### config.mk
export PLATFORM = sky130hd
export DESIGN_NAME = issue_slot_scheduler_flat
export DESIGN_NICKNAME = d
export VERILOG_FILES = /design/src/rtl/issue_slot_pkg.sv /design/src/rtl/issue_slot_scheduler_if.sv /design/src/rtl/issue_slot_free_alloc.sv /design/src/rtl/issue_slot_scheduler.sv /design/src/flat_wrapper.sv
export SDC_FILE = /design/constraint.sdc
export NUM_CORES = 1
export LEC_CHECK = 0
export BUFFER_PORTS_ARGS = -buffer_cell sky130_fd_sc_hd__clkbuf_2
export CELL_PAD_IN_SITES_DETAIL_PLACEMENT = 1
export CELL_PAD_IN_SITES_GLOBAL_PLACEMENT = 1
export CORE_MARGIN = 2
export CORE_UTILIZATION = 41
export CTS_BUF_LIST = sky130_fd_sc_hd__clkbuf_16
export CTS_CLUSTER_DIAMETER = 50
export DETAILED_ROUTE_END_ITERATION = 12
export PLACE_DENSITY_LB_ADDON = 0.12
export SETUP_SLACK_MARGIN = 0.2
export SLEW_MARGIN = 25
export SYNTH_ARGS = -nofsm -noshare
export SYNTH_HDL_FRONTEND = slang
export SYNTH_SLANG_ARGS = --single-unit
### constraint.sdc
create_clock -name clk -period 5 [get_ports clk]
set_input_delay 0.25 -clock clk [delete_from_list [all_inputs] [get_ports clk]]
set_output_delay 0.25 -clock clk [all_outputs]
set_load 0.01 [all_outputs]
### src/rtl/issue_slot_pkg.sv
// issue_slot_pkg: shared types and default sizes for the issue slot scheduler.
// Slot lifecycle states and per-slot source tag storage types.
package issue_slot_pkg;

    localparam int DefEntryCount = 8;
    localparam int DefEnqWidth   = 2;
    localparam int DefSelWidth   = 2;
    localparam int DefSrcNum     = 2;
    localparam int DefWakeWidth  = 2;
    localparam int DefTagWidth   = 6;
    localparam int IdxWidth      = $clog2(DefEntryCount);

    typedef enum logic [1:0] {
        FREE,
        WAIT,
        ISSUED
    } slot_state_e;

    typedef logic [DefTagWidth-1:0] tag_t;
    typedef tag_t [DefSrcNum-1:0] slot_tags_t;
    typedef slot_tags_t [DefEntryCount-1:0] tag_array_t;

endpackage

### src/rtl/issue_slot_scheduler_if.sv
// issue_slot_scheduler_if: enqueue, wakeup, issue and age-selector bundle.
// ISSUE_SLOT_REPLAY_EN adds the release/replay ports.
interface issue_slot_scheduler_if
    import issue_slot_pkg::*;
#(
    parameter int EntryCount = DefEntryCount,
    parameter int EnqWidth   = DefEnqWidth,
    parameter int SelWidth   = DefSelWidth,
    parameter int SrcNum     = DefSrcNum,
    parameter int WakeWidth  = DefWakeWidth,
    parameter int TagWidth   = DefTagWidth
);
    localparam int IdxW = $clog2(EntryCount);

    logic                                           flush_i;
    logic [EnqWidth-1:0]                            enq_vld_i;
    logic [EnqWidth-1:0]                            enq_rdy_o;
    logic [EnqWidth-1:0][SrcNum-1:0][TagWidth-1:0]  enq_src_tag_i;
    logic [EnqWidth-1:0][SrcNum-1:0]                enq_src_rdy_i;
    logic [EnqWidth-1:0][IdxW-1:0]                  enq_idx_o;
    logic [WakeWidth-1:0]                           wake_vld_i;
    logic [WakeWidth-1:0][TagWidth-1:0]             wake_tag_i;
    logic [SelWidth-1:0]                            iss_vld_o;
    logic [SelWidth-1:0]                            iss_rdy_i;
    logic [SelWidth-1:0][IdxW-1:0]                  iss_idx_o;
    logic [EnqWidth-1:0]                            am_enq_fire_o;
    logic [EnqWidth-1:0][EntryCount-1:0]            am_enq_mask_o;
    logic                                           am_deq_fire_o;
    logic [EntryCount-1:0]                          am_deq_mask_o;
    logic [EntryCount-1:0]                          am_sel_mask_o;
    logic [EntryCount-1:0]                          am_vld_o;
    logic [SelWidth-1:0][EntryCount-1:0]            am_result_i;
`ifdef ISSUE_SLOT_REPLAY_EN
    logic                                           rel_vld_i;
    logic [EntryCount-1:0]                          rel_mask_i;
    logic                                           rpl_vld_i;
    logic [EntryCount-1:0]                          rpl_mask_i;
`endif

    modport slave (
`ifdef ISSUE_SLOT_REPLAY_EN
        input  rel_vld_i, rel_mask_i, rpl_vld_i, rpl_mask_i,
`endif
        input  flush_i, enq_vld_i, enq_src_tag_i, enq_src_rdy_i,
        input  wake_vld_i, wake_tag_i, iss_rdy_i, am_result_i,
        output enq_rdy_o, enq_idx_o, iss_vld_o, iss_idx_o,
        output am_enq_fire_o, am_enq_mask_o, am_deq_fire_o,
        output am_deq_mask_o, am_sel_mask_o, am_vld_o
    );

    modport master (
`ifdef ISSUE_SLOT_REPLAY_EN
        output rel_vld_i, rel_mask_i, rpl_vld_i, rpl_mask_i,
`endif
        output flush_i, enq_vld_i, enq_src_tag_i, enq_src_rdy_i,
        output wake_vld_i, wake_tag_i, iss_rdy_i, am_result_i,
        input  enq_rdy_o, enq_idx_o, iss_vld_o, iss_idx_o,
        input  am_enq_fire_o, am_enq_mask_o, am_deq_fire_o,
        input  am_deq_mask_o, am_sel_mask_o, am_vld_o
    );

endinterface

### src/rtl/issue_slot_free_alloc.sv
// issue_slot_free_alloc: picks the lowest-index free slots, one per lane,
// as one-hot masks, and counts how many slots are free.
module issue_slot_free_alloc #(
    parameter int EntryCount = 8,
    parameter int EnqWidth   = 2
) (
    input  logic [EntryCount-1:0]                free,
    output logic [EnqWidth-1:0][EntryCount-1:0]  alloc_mask,
    output logic [$clog2(EntryCount+1)-1:0]      free_cnt
);
    localparam int CntW = $clog2(EntryCount + 1);

    logic [CntW-1:0] cnt;

    // Scan upward; the k-th free slot found goes to lane k.
    always_comb begin
        alloc_mask = '0;
        cnt        = '0;
        for (int i = 0; i < EntryCount; i++) begin
            if (free[i]) begin
                for (int j = 0; j < EnqWidth; j++) begin
                    if (cnt == CntW'(j)) alloc_mask[j][i] = 1'b1;
                end
                cnt = cnt + 1'b1;
            end
        end
    end

    assign free_cnt = cnt;

endmodule

### src/rtl/issue_slot_scheduler.sv
// issue_slot_scheduler: slot allocation, tag wakeup and issue handshake
// around an external age-matrix selector. Option: ISSUE_SLOT_REPLAY_EN.
module issue_slot_scheduler
    import issue_slot_pkg::*;
#(
    parameter int EntryCount = DefEntryCount,
    parameter int EnqWidth   = DefEnqWidth,
    parameter int SelWidth   = DefSelWidth,
    parameter int SrcNum     = DefSrcNum,
    parameter int WakeWidth  = DefWakeWidth,
    parameter int TagWidth   = DefTagWidth
) (
    input  logic                       clk,
    input  logic                       rstn,
    issue_slot_scheduler_if.slave      bus
);
    localparam int IdxW = $clog2(EntryCount);
    localparam int CntW = $clog2(EntryCount + 1);

    slot_state_e                                   state [EntryCount];
    logic [EntryCount-1:0][SrcNum-1:0]             src_rdy;
    logic [EntryCount-1:0][SrcNum-1:0][TagWidth-1:0] src_tag;

    logic [EntryCount-1:0]                slot_free;
    logic [EntryCount-1:0]                slot_vld;
    logic [EntryCount-1:0]                sel_mask;
    logic [EntryCount-1:0]                fired;
    logic [EntryCount-1:0]                deq_mask;
    logic [EnqWidth-1:0][EntryCount-1:0]  alloc_mask;
    logic [CntW-1:0]                      free_cnt;
    logic [EnqWidth-1:0]                  enq_rdy;
    logic [EnqWidth-1:0]                  enq_fire;
    logic [SelWidth-1:0]                  iss_vld;
    logic [SelWidth-1:0]                  iss_fire;
    logic [EntryCount-1:0][SrcNum-1:0]    slot_hit;
    logic [EnqWidth-1:0][SrcNum-1:0]      enq_hit;

    function automatic logic [IdxW-1:0] enc(
        input logic [EntryCount-1:0] m
    );
        enc = '0;
        for (int i = 0; i < EntryCount; i++) begin
            if (m[i]) enc = enc | IdxW'(i);
        end
    endfunction

    function automatic logic woke(
        input logic [TagWidth-1:0]                 t,
        input logic [WakeWidth-1:0]                v,
        input logic [WakeWidth-1:0][TagWidth-1:0]  w
    );
        woke = 1'b0;
        for (int k = 0; k < WakeWidth; k++) begin
            if (v[k] && w[k] == t) woke = 1'b1;
        end
    endfunction

    issue_slot_free_alloc #(
        .EntryCount (EntryCount),
        .EnqWidth   (EnqWidth)
    ) u_alloc (
        .free       (slot_free),
        .alloc_mask (alloc_mask),
        .free_cnt   (free_cnt)
    );

    // Per-slot status vectors seen by the allocator and the selector.
    always_comb begin
        for (int e = 0; e < EntryCount; e++) begin
            slot_free[e] = (state[e] == FREE);
            slot_vld[e]  = (state[e] != FREE);
            sel_mask[e]  = (state[e] == WAIT) && (&src_rdy[e]);
        end
    end

    // Tag matches for stored sources and for sources entering this cycle.
    always_comb begin
        for (int e = 0; e < EntryCount; e++) begin
            for (int s = 0; s < SrcNum; s++) begin
                slot_hit[e][s] = woke(src_tag[e][s],
                                      bus.wake_vld_i, bus.wake_tag_i);
            end
        end
        for (int j = 0; j < EnqWidth; j++) begin
            for (int s = 0; s < SrcNum; s++) begin
                enq_hit[j][s] = woke(bus.enq_src_tag_i[j][s],
                                     bus.wake_vld_i, bus.wake_tag_i);
            end
        end
    end

    // Enqueue and issue handshakes; flush blocks both sides.
    always_comb begin
        fired = '0;
        for (int j = 0; j < EnqWidth; j++) begin
            enq_rdy[j]  = (free_cnt > CntW'(j)) && !bus.flush_i;
            enq_fire[j] = bus.enq_vld_i[j] && enq_rdy[j];
        end
        for (int s = 0; s < SelWidth; s++) begin
            iss_vld[s]  = (|bus.am_result_i[s]) && !bus.flush_i;
            iss_fire[s] = iss_vld[s] && bus.iss_rdy_i[s];
            if (iss_fire[s]) fired = fired | bus.am_result_i[s];
        end
    end

    // Slots leaving the queue this cycle, as the selector must see them.
    always_comb begin
        if (bus.flush_i) begin
            deq_mask = slot_vld;
        end else begin
`ifdef ISSUE_SLOT_REPLAY_EN
            deq_mask = '0;
            for (int e = 0; e < EntryCount; e++) begin
                deq_mask[e] = bus.rel_vld_i && bus.rel_mask_i[e]
                              && (state[e] == ISSUED);
            end
`else
            deq_mask = fired;
`endif
        end
    end

    // Output bundle assembly.
    always_comb begin
        for (int j = 0; j < EnqWidth; j++) begin
            bus.enq_idx_o[j]     = enc(alloc_mask[j]);
            bus.am_enq_mask_o[j] = enq_fire[j] ? alloc_mask[j] : '0;
        end
        for (int s = 0; s < SelWidth; s++) begin
            bus.iss_idx_o[s] = enc(bus.am_result_i[s]);
        end
    end

    assign bus.enq_rdy_o     = enq_rdy;
    assign bus.iss_vld_o     = iss_vld;
    assign bus.am_enq_fire_o = enq_fire;
    assign bus.am_deq_fire_o = |deq_mask;
    assign bus.am_deq_mask_o = deq_mask;
    assign bus.am_sel_mask_o = sel_mask;
    assign bus.am_vld_o      = slot_vld;

    // Slot lifecycle, source readiness and tag storage.
    always_ff @(posedge clk or negedge rstn) begin
        if (!rstn) begin
            for (int e = 0; e < EntryCount; e++) state[e] <= FREE;
            src_rdy <= '0;
            src_tag <= '0;
        end else if (bus.flush_i) begin
            for (int e = 0; e < EntryCount; e++) state[e] <= FREE;
            src_rdy <= '0;
        end else begin
            for (int e = 0; e < EntryCount; e++) begin
                case (state[e])
                    FREE: begin
                        for (int j = 0; j < EnqWidth; j++) begin
                            if (enq_fire[j] && alloc_mask[j][e]) begin
                                state[e]   <= WAIT;
                                src_tag[e] <= bus.enq_src_tag_i[j];
                                src_rdy[e] <= bus.enq_src_rdy_i[j]
                                              | enq_hit[j];
                            end
                        end
                    end
                    WAIT: begin
                        src_rdy[e] <= src_rdy[e] | slot_hit[e];
`ifdef ISSUE_SLOT_REPLAY_EN
                        if (fired[e]) state[e] <= ISSUED;
`else
                        if (fired[e]) state[e] <= FREE;
`endif
                    end
`ifdef ISSUE_SLOT_REPLAY_EN
                    ISSUED: begin
                        if (bus.rel_vld_i && bus.rel_mask_i[e])
                            state[e] <= FREE;
                        else if (bus.rpl_vld_i && bus.rpl_mask_i[e])
                            state[e] <= WAIT;
                    end
`endif
                    default: state[e] <= FREE;
                endcase
            end
        end
    end

endmodule

### src/flat_wrapper.sv
// flat-port wrapper written by rule: the top's interface ports become plain ports
module issue_slot_scheduler_flat import issue_slot_pkg::*;
#(
    parameter int EntryCount = DefEntryCount,
    parameter int EnqWidth   = DefEnqWidth,
    parameter int SelWidth   = DefSelWidth,
    parameter int SrcNum     = DefSrcNum,
    parameter int WakeWidth  = DefWakeWidth,
    parameter int TagWidth   = DefTagWidth
)
  (clk, rstn, bus_flush_i, bus_enq_vld_i, bus_enq_src_tag_i, bus_enq_src_rdy_i, bus_wake_vld_i, bus_wake_tag_i, bus_iss_rdy_i, bus_am_result_i, bus_enq_rdy_o, bus_enq_idx_o, bus_iss_vld_o, bus_iss_idx_o, bus_am_enq_fire_o, bus_am_enq_mask_o, bus_am_deq_fire_o, bus_am_deq_mask_o, bus_am_sel_mask_o, bus_am_vld_o);
  issue_slot_scheduler_if #(.EntryCount(EntryCount), .EnqWidth(EnqWidth), .SelWidth(SelWidth), .SrcNum(SrcNum), .WakeWidth(WakeWidth), .TagWidth(TagWidth)) bus_i ();
  input  logic clk;
  input  logic rstn;
  input wire logic [$bits(bus_i.flush_i)-1:0] bus_flush_i;
  input wire logic [$bits(bus_i.enq_vld_i)-1:0] bus_enq_vld_i;
  input wire logic [$bits(bus_i.enq_src_tag_i)-1:0] bus_enq_src_tag_i;
  input wire logic [$bits(bus_i.enq_src_rdy_i)-1:0] bus_enq_src_rdy_i;
  input wire logic [$bits(bus_i.wake_vld_i)-1:0] bus_wake_vld_i;
  input wire logic [$bits(bus_i.wake_tag_i)-1:0] bus_wake_tag_i;
  input wire logic [$bits(bus_i.iss_rdy_i)-1:0] bus_iss_rdy_i;
  input wire logic [$bits(bus_i.am_result_i)-1:0] bus_am_result_i;
  output wire logic [$bits(bus_i.enq_rdy_o)-1:0] bus_enq_rdy_o;
  output wire logic [$bits(bus_i.enq_idx_o)-1:0] bus_enq_idx_o;
  output wire logic [$bits(bus_i.iss_vld_o)-1:0] bus_iss_vld_o;
  output wire logic [$bits(bus_i.iss_idx_o)-1:0] bus_iss_idx_o;
  output wire logic [$bits(bus_i.am_enq_fire_o)-1:0] bus_am_enq_fire_o;
  output wire logic [$bits(bus_i.am_enq_mask_o)-1:0] bus_am_enq_mask_o;
  output wire logic [$bits(bus_i.am_deq_fire_o)-1:0] bus_am_deq_fire_o;
  output wire logic [$bits(bus_i.am_deq_mask_o)-1:0] bus_am_deq_mask_o;
  output wire logic [$bits(bus_i.am_sel_mask_o)-1:0] bus_am_sel_mask_o;
  output wire logic [$bits(bus_i.am_vld_o)-1:0] bus_am_vld_o;
  assign bus_i.flush_i = bus_flush_i;
  assign bus_i.enq_vld_i = bus_enq_vld_i;
  assign bus_i.enq_src_tag_i = bus_enq_src_tag_i;
  assign bus_i.enq_src_rdy_i = bus_enq_src_rdy_i;
  assign bus_i.wake_vld_i = bus_wake_vld_i;
  assign bus_i.wake_tag_i = bus_wake_tag_i;
  assign bus_i.iss_rdy_i = bus_iss_rdy_i;
  assign bus_i.am_result_i = bus_am_result_i;
  assign bus_enq_rdy_o = bus_i.enq_rdy_o;
  assign bus_enq_idx_o = bus_i.enq_idx_o;
  assign bus_iss_vld_o = bus_i.iss_vld_o;
  assign bus_iss_idx_o = bus_i.iss_idx_o;
  assign bus_am_enq_fire_o = bus_i.am_enq_fire_o;
  assign bus_am_enq_mask_o = bus_i.am_enq_mask_o;
  assign bus_am_deq_fire_o = bus_i.am_deq_fire_o;
  assign bus_am_deq_mask_o = bus_i.am_deq_mask_o;
  assign bus_am_sel_mask_o = bus_i.am_sel_mask_o;
  assign bus_am_vld_o = bus_i.am_vld_o;
  issue_slot_scheduler #(.EntryCount(EntryCount), .EnqWidth(EnqWidth), .SelWidth(SelWidth), .SrcNum(SrcNum), .WakeWidth(WakeWidth), .TagWidth(TagWidth)) u_core (.clk(clk), .rstn(rstn), .bus(bus_i));
endmodule
# After elaboration in Yosys (flattened, before gate mapping)
# Index checks and enable logic that the tools add are counted.
# op_classes
n_eq_ne,71
n_addsub,7
muxes,180
n_lt_le_gt_ge,2
n_bitwise,12
reduce_logical,145
# ops
operator,count
$eq A6 B6 Y1,40
$mux W12,14
$mux W2,46
$mux W1,74
$logic_and A1 B1 Y1,71
$pmux W2 S2,16
$mux W3,16
$reduce_and A2 Y1,24
$mux W8,5
$mux W16,2
$reduce_bool A2 Y1,15
$add A4 B1 Y4 const B,7
$eq A4 B1 Y1 const B,7
$logic_not A4 Y1,7
$mux W4,7
$ne A4 B4 Y1 const B,7
$ne A3 B2 Y1 const B,8
$reduce_and A3 Y1,8
$reduce_bool A3 Y1,8
$reduce_or A8 Y1,3
$or A2 B2 Y2,10
$eq A2 B1 Y1 const B,8
$logic_not A2 Y1,8
$gt A4 B1 Y1 const B,2
other kinds (4),4
# totals
output_inout_bits,59
ff_bits,128

# Depth between registers and ports, before layout
# depth
ltp_word,24
ltp_mapped,29
mapped_depth_nobuf,27

# By module
# A second synthesis with hierarchy kept.
# hier_totals
hier_cells,1149
hier_area_um2,10906.7
# by_module_without_submodules
mod,n_inst,seq_area_each_um2,cells_per_inst,area_each_um2
issue_slot_scheduler,1,3002.9,1025,9898.2
issue_slot_free_alloc,1,0.0,124,1008.5

# Worst setup path before layout
# No wires, ideal clock.
# synth_path
path_type,register -> register
startpoint,reg u_core.state[14] (netlist bit)
endpoint,reg u_core.src_tag[10] (netlist bit)
period_less_slack_ns,5.585
slack_ns,-0.585
path_stages_with_launch,25
t_arrival_ns,5.461
path_cell_list,dfrtp_1 > inv_1 > ha_1 > xnor2_1 > inv_2 > ha_1 > mux2i_1 > ha_1 > nor2_1 > a31oi_1 > ha_1 > mux2i_1 > ha_1 > nor2_1 > a21oi_1 > inv_1 > ha_1 > xnor2_1 > a32oi_2 > o311ai_2 > or3_1 > buf_4 > nor2_2 > buf_2 > mux2_2
# synth_between
elab_chain_cells,21
word_cells_on_any_way,22
# synth_lines
item,line,rtl
start: declaration,issue_slot_scheduler.sv:20,slot_state_e state [EntryCount];
start signal: indexed assignment,issue_slot_scheduler.sv:157,state[e] <= WAIT;
start signal: indexed assignment,issue_slot_scheduler.sv:169,if (fired[e]) state[e] <= FREE;
start signal: indexed assignment,issue_slot_scheduler.sv:180,default: state[e] <= FREE;
$logic_not A2 Y1 *,"issue_slot_scheduler.sv:70, issue_slot_scheduler.sv:153",
$mux W1,issue_slot_free_alloc.sv:20,if (free[i]) begin
$add A4 B1 Y4,issue_slot_free_alloc.sv:24,cnt = cnt + 1'b1;
$mux W4,issue_slot_free_alloc.sv:20,
$add A4 B1 Y4,issue_slot_free_alloc.sv:24,
$mux W4,issue_slot_free_alloc.sv:20,
$add A4 B1 Y4,issue_slot_free_alloc.sv:24,
$mux W4,issue_slot_free_alloc.sv:20,
[... 5 more ...],--,
$mux W4,issue_slot_free_alloc.sv:20,
$add A4 B1 Y4,issue_slot_free_alloc.sv:24,
$mux W4,issue_slot_free_alloc.sv:20,
$gt A4 B1 Y1,issue_slot_scheduler.sv:96,enq_rdy[j] = (free_cnt > CntW'(j)) && !bus.flush_i;
$logic_and A1 B1 Y1,issue_slot_scheduler.sv:96,
$logic_and A1 B1 Y1,issue_slot_scheduler.sv:97,enq_fire[j] = bus.enq_vld_i[j] && enq_rdy[j];
$logic_and A1 B1 Y1,issue_slot_scheduler.sv:156,if (enq_fire[j] && alloc_mask[j][e]) begin
$reduce_and A3 Y1 (no line) *,--,
end signal: indexed assignment,issue_slot_scheduler.sv:158,src_tag[e] <= bus.enq_src_tag_i[j];
end: declaration,issue_slot_scheduler.sv:22,logic [EntryCount-1:0][SrcNum-1:0][TagWidth-1:0] src_tag;
# Mark *: on every way between the ends. The rest lies on a longest branch, timed or not.
# A chain may end at the register's enable or synchronous reset.

# Worst setup path after layout
# layout_path
startpoint,reg u_core.state[14] (netlist bit)
endpoint,out bus_am_enq_mask_o[11]
# layout_between
elab_chain_cells,20
word_cells_on_any_way,23
# layout_lines
item,line,rtl
$logic_not A2 Y1 *,issue_slot_scheduler.sv:70,slot_free[e] = (state[e] == FREE);
$mux W1 *,issue_slot_free_alloc.sv:20,
$add A4 B1 Y4,issue_slot_free_alloc.sv:24,
$mux W4 *,issue_slot_free_alloc.sv:20,
$add A4 B1 Y4,issue_slot_free_alloc.sv:24,
$mux W4 *,issue_slot_free_alloc.sv:20,
$add A4 B1 Y4,issue_slot_free_alloc.sv:24,
$mux W4,issue_slot_free_alloc.sv:20,
[... 4 more ...],--,
$add A4 B1 Y4,issue_slot_free_alloc.sv:24,
$mux W4,issue_slot_free_alloc.sv:20,
$add A4 B1 Y4,issue_slot_free_alloc.sv:24,
$mux W4,issue_slot_free_alloc.sv:20,
$gt A4 B1 Y1,issue_slot_scheduler.sv:96,
$logic_and A1 B1 Y1,issue_slot_scheduler.sv:96,
$logic_and A1 B1 Y1,issue_slot_scheduler.sv:97,
$mux W8 *,issue_slot_scheduler.sv:127,bus.am_enq_mask_o[j] = enq_fire[j] ? alloc_mask[j] : '0;
end: declaration,flat_wrapper.sv:28,output wire logic [$bits(bus_i.am_enq_mask_o)-1:0] bus_am_enq_mask_o;
# Marks and branches as above.

==> impl_results.md <==
- Worst setup EP type: output pin
- Syn nets: around 1300
- CP Class: reg -> out
- Async SR Flop Fraction: 1.00
- Met3 usage: 0.0483
- Layout area overhead: 37.1%
- Area of the multi-input gates: a little over 7000 sq um
- H-tree lvl count: 4
- CP startpoint kind: flop
- DP Cell Count: 1592
- Post-synthesis cell area: 9990 sq um
- Sequential cell area: 3010 sq um
- Final hold vios: 0
- Crit path top cell by count: ha_4
- Clock Latency Late Sink: between 400 and 500 ps
- Grt total ovfl: 0
- Hold WC Path Type: in -> reg
- Worst EP required: between 4000 and 5000 ps
- Cell row count: 57
- Seq/Total Area, Yosys: 0.300
- Antenna Diode Count: 0
- Synth cell types: 74
- Finished Layout Cells: about 1700
- Gr usage total: 0.326
- Met2 Track Usage GR: 0.553
- 1st-iter DRT viols: slightly below 900
- Max_cap viols: 0
- Global-route wire length before repair: 63800 microns
- Largest net degree at the start of global routing: 72
- Tmin final: between 5000 and 6000 ps
- Clk_skew: around 8 ps
- Worst r2r dst: u_core.src_tag[5]$_DFFE_PN0P_
- Die H: approximately 160 microns
- RePlAce Congestion: 0.879
- Die Width: around 160 microns
- Final-report max-slew violation count: 0
- DIE AREA: approximately 26000 sq um
- Worst hold path endpoint: u_core.src_tag[42]$_DFFE_PN0P_
- Most used DFF post-synth: dfrtp_1
- Highest clock rate: 188 MHz
- Max FO, Critical Path: 22
- CTS Buf Count: 17
- Status: complete, but fails checks
- Slew headroom: 0.320
- R2R Setup Slk: -240 ps
- Final net count: approximately 1500
- Final period util: 1.07
- Hold depth: 3
- Share of post-route cells with drive strength above 1: 0.317
- Met1 Track Usage GR: 0.422
- Worst path cell trace: inv_4 > ha_4 > xnor2_4 > inv_2 > ha_4 > mux2i_4 > ha_4 > nor2_2 > a31oi_1 > ha_1 > mux2i_2 > inv_1 > ha_2 > nor2b_4 > xnor3_2 > xnor2_2 > a32oi_4 > buf_4 > buf_6 > inv_1 > a211o_1 > inv_2 > buf_12 > clkbuf_2
- Worst-case clock buffer depth: 2
- Seq cells post-synth: 120
- Post-Syn Area per Cell: between 8 and 9 sq um
- Drt via density: just under 6
- Antenna Nets Post-Route: 0
- Clock Sinks: 120
- RSZ-0062 raised after global routing: true
- Clk slew on worst S/H paths: approximately 60 ps
- CP arrival: between 5000 and 6000 ps
- Initial Util: 0.415
- Gate Count Post-Synth: between 1000 and 1500
- Failing checks: setup timing
- Filler cell count: 2761
- DRC: 0
- Wirelength, routed: 44600 microns
- Slowest CP cell: dfrtp_2
- Synthesis Warnings: 0
- Average wire per standard cell: between 20 and 30 microns
- CTS tree: built
- Top Usage Layer GRT: met2
- Initial antenna violation count: 0
- Crit path setup slack, layout: -329 ps
- CP max stage delay: ~470 ps
- Worst-Margin Slew: approximately 1000 ps
- I/O pins: 124
- Worst Hold Launch: bus_enq_src_tag_i[18]
- TritonRoute pass-1 iters: 5
- Worst R2R Path Depth: 27
- Worst r2r src: u_core.state[14]$_DFFE_PN0P_
- Final HPWL DP: between 20000 and 30000 microns
- Port Buffers: around 120
- Core Box Area: 24100 sq um
- Via count: between 10000 and 15000
- EDFF count, synth: 0
- Critical path buffers and inverters: 9
- # setup viols final: 79
- Clock root buffer: clkbuf_16
- Vias in the first global route: around 10000
- Largest delay share family, worst path: adder cells
- Fin Setup TNS: -11070 ps
## per-layer routing
layer,wire (microns),up-vias
li1,-,4503
met1,18700,5126
met2,21600,447
met3,2710,113
met4,1570,0
met5,0,-
## placed cells by master (no fill, tap or decap), drive strengths merged, types with 3 or more instances in the layout
master    netlist  routed
o311ai          6       6
nor2b           9       9
o21ai          63      63
o211ai          5       5
inv            38      40
nand3          21      21
mux2           16      16
mux2i          51      51
a211oi          7       7
xor2          123     123
o31ai           5       5
clkinv          2       9
or3             4       4
clkinvlp        0       3
nor4           51      51
nand2         121     121
buf            50     163
nor2           67      67
a22o            6       6
nor3           14      14
o21a            3       3
or4             8       8
bufinv          0       3
a21oi          65      65
ha             19      19
dfrtp         120     120
o221ai          4       4
nand4          45      45
nand2b         10      10
a221oi          3       3
and3            7       7
clkbuf         46     132
a31oi          19      19
xnor2         132     132
## tightest hold or removal path, cell delays in order
cell	delay, ps
clkbuf_2	210
nand2_1	100
o21ai_1	50
## Yosys cell counts, drive strengths merged (2+ instances only)
master / n / area share
o21a: 3 / 0.0023
nand2b: 10 / 0.0063
ha: 19 / 0.024
a211o: 2 / 0.0018
a2bb2oi: 2 / 0.0018
xnor2: 132 / 0.12
dfrtp: 120 / 0.30
o31a: 2 / 0.0018
and2: 2 / 0.0013
nor4: 51 / 0.034
mux2: 16 / 0.018
o22ai: 2 / 0.0013
nand3: 21 / 0.012
nor2b: 9 / 0.0056
buf: 50 / 0.025
a22o: 6 / 0.0053
xor2: 123 / 0.11
or4: 8 / 0.0060
a221oi: 3 / 0.0026
xnor3: 2 / 0.0045
clkinv: 2 / 0.00075
a221o: 2 / 0.0020
o311ai: 6 / 0.0060
nand4: 45 / 0.028
mux2i: 51 / 0.051
a21oi: 65 / 0.033
o21ai: 63 / 0.032
nor3b: 2 / 0.0020
a211oi: 7 / 0.0053
a31oi: 19 / 0.012
nand3b: 2 / 0.0019
nand2: 121 / 0.046
nor2: 67 / 0.025
clkbuf: 46 / 0.017
o31ai: 5 / 0.0038
o211ai: 5 / 0.0043
nor4b: 2 / 0.0024
nor3: 14 / 0.0070
and4: 2 / 0.0018
and3: 7 / 0.0044
or3: 4 / 0.0025
o221ai: 4 / 0.0035
o311a: 2 / 0.0020
inv: 38 / 0.015
or2: 2 / 0.0013
## kinds of logic (layout without fill, tap and decap cells)
logic type,count (synthesis),after routing,synth area share
AO/OA/AOI/OAI,203,203,0.124
XOR/XNOR,258,258,0.236
flip-flops,120,120,0.300
other,1,1,0.000375
AND/OR/NAND/NOR,370,370,0.189
multiplexers,67,67,0.0691
buffers and inverters,136,353,0.0575
adder cells (fa/ha/maj),19,19,0.0238
## how the worst max path moves through the flow
stage                                             from                        endpoint  slack, ps  cells after the start
after detailed placement  u_core.state[14]$_DFFE_PN0P_   u_core.src_tag[1]$_DFFE_PN0P_        -50                     23
after floorplan           u_core.state[14]$_DFFE_PN0P_  u_core.src_tag[43]$_DFFE_PN0P_         -6                     26
final                     u_core.state[14]$_DFFE_PN0P_           bus_am_enq_mask_o[11]       -330                     24
after global routing      u_core.state[14]$_DFFE_PN0P_           bus_am_enq_mask_o[12]       -470                     24
after global placement    u_core.state[14]$_DFFE_PN0P_            bus_am_enq_mask_o[3]         40                     23
after CTS                 u_core.state[14]$_DFFE_PN0P_            bus_am_enq_mask_o[3]       -220                     23
## timing repair
item                                    4_1_cts  5_1_grt
cloned                                        5        4
endpoints found under the hold margin        49        0
buffers inserted                             36       44
pin swaps                                    45       62
gates resized for setup                      83      119
hold buffers                                  1        0
endpoints found under the setup margin      140      144
## state kept, by name, summed over array words and instances, names as in the netlist
| register | count |
|---|---|
| u_core.src_rdy | 16 |
| u_core.src_tag | 96 |
| u_core.state | 8 |
## metrics by stage
step,utilization,setup slack [ps],instance area (sq um),hold WS [ps]
floorplan,-,-5.59,10200,-45.6
global placement,0.474,44.0,11400,354
detailed placement,0.474,-50.0,11400,356
CTS,0.532,-222,12800,188
global route,0.569,-474,13700,223
finish,0.569,-329,13700,226
## cell type report
| cell class | count | share of cell area |
|---|---|---|
| timing repair buffer | 281 | 0.176 |
| multi-input combinational | 918 | 0.518 |
| sequential | 120 | 0.219 |
| clock inverter | 15 | 0.0118 |
| clock buffer | 17 | 0.0310 |
| tap | 324 | 0.0296 |
| inverter | 40 | 0.0140 |
Power is not shown: default switching activity piles up to over one toggle a cycle in this logic, so the estimate is an artifact.
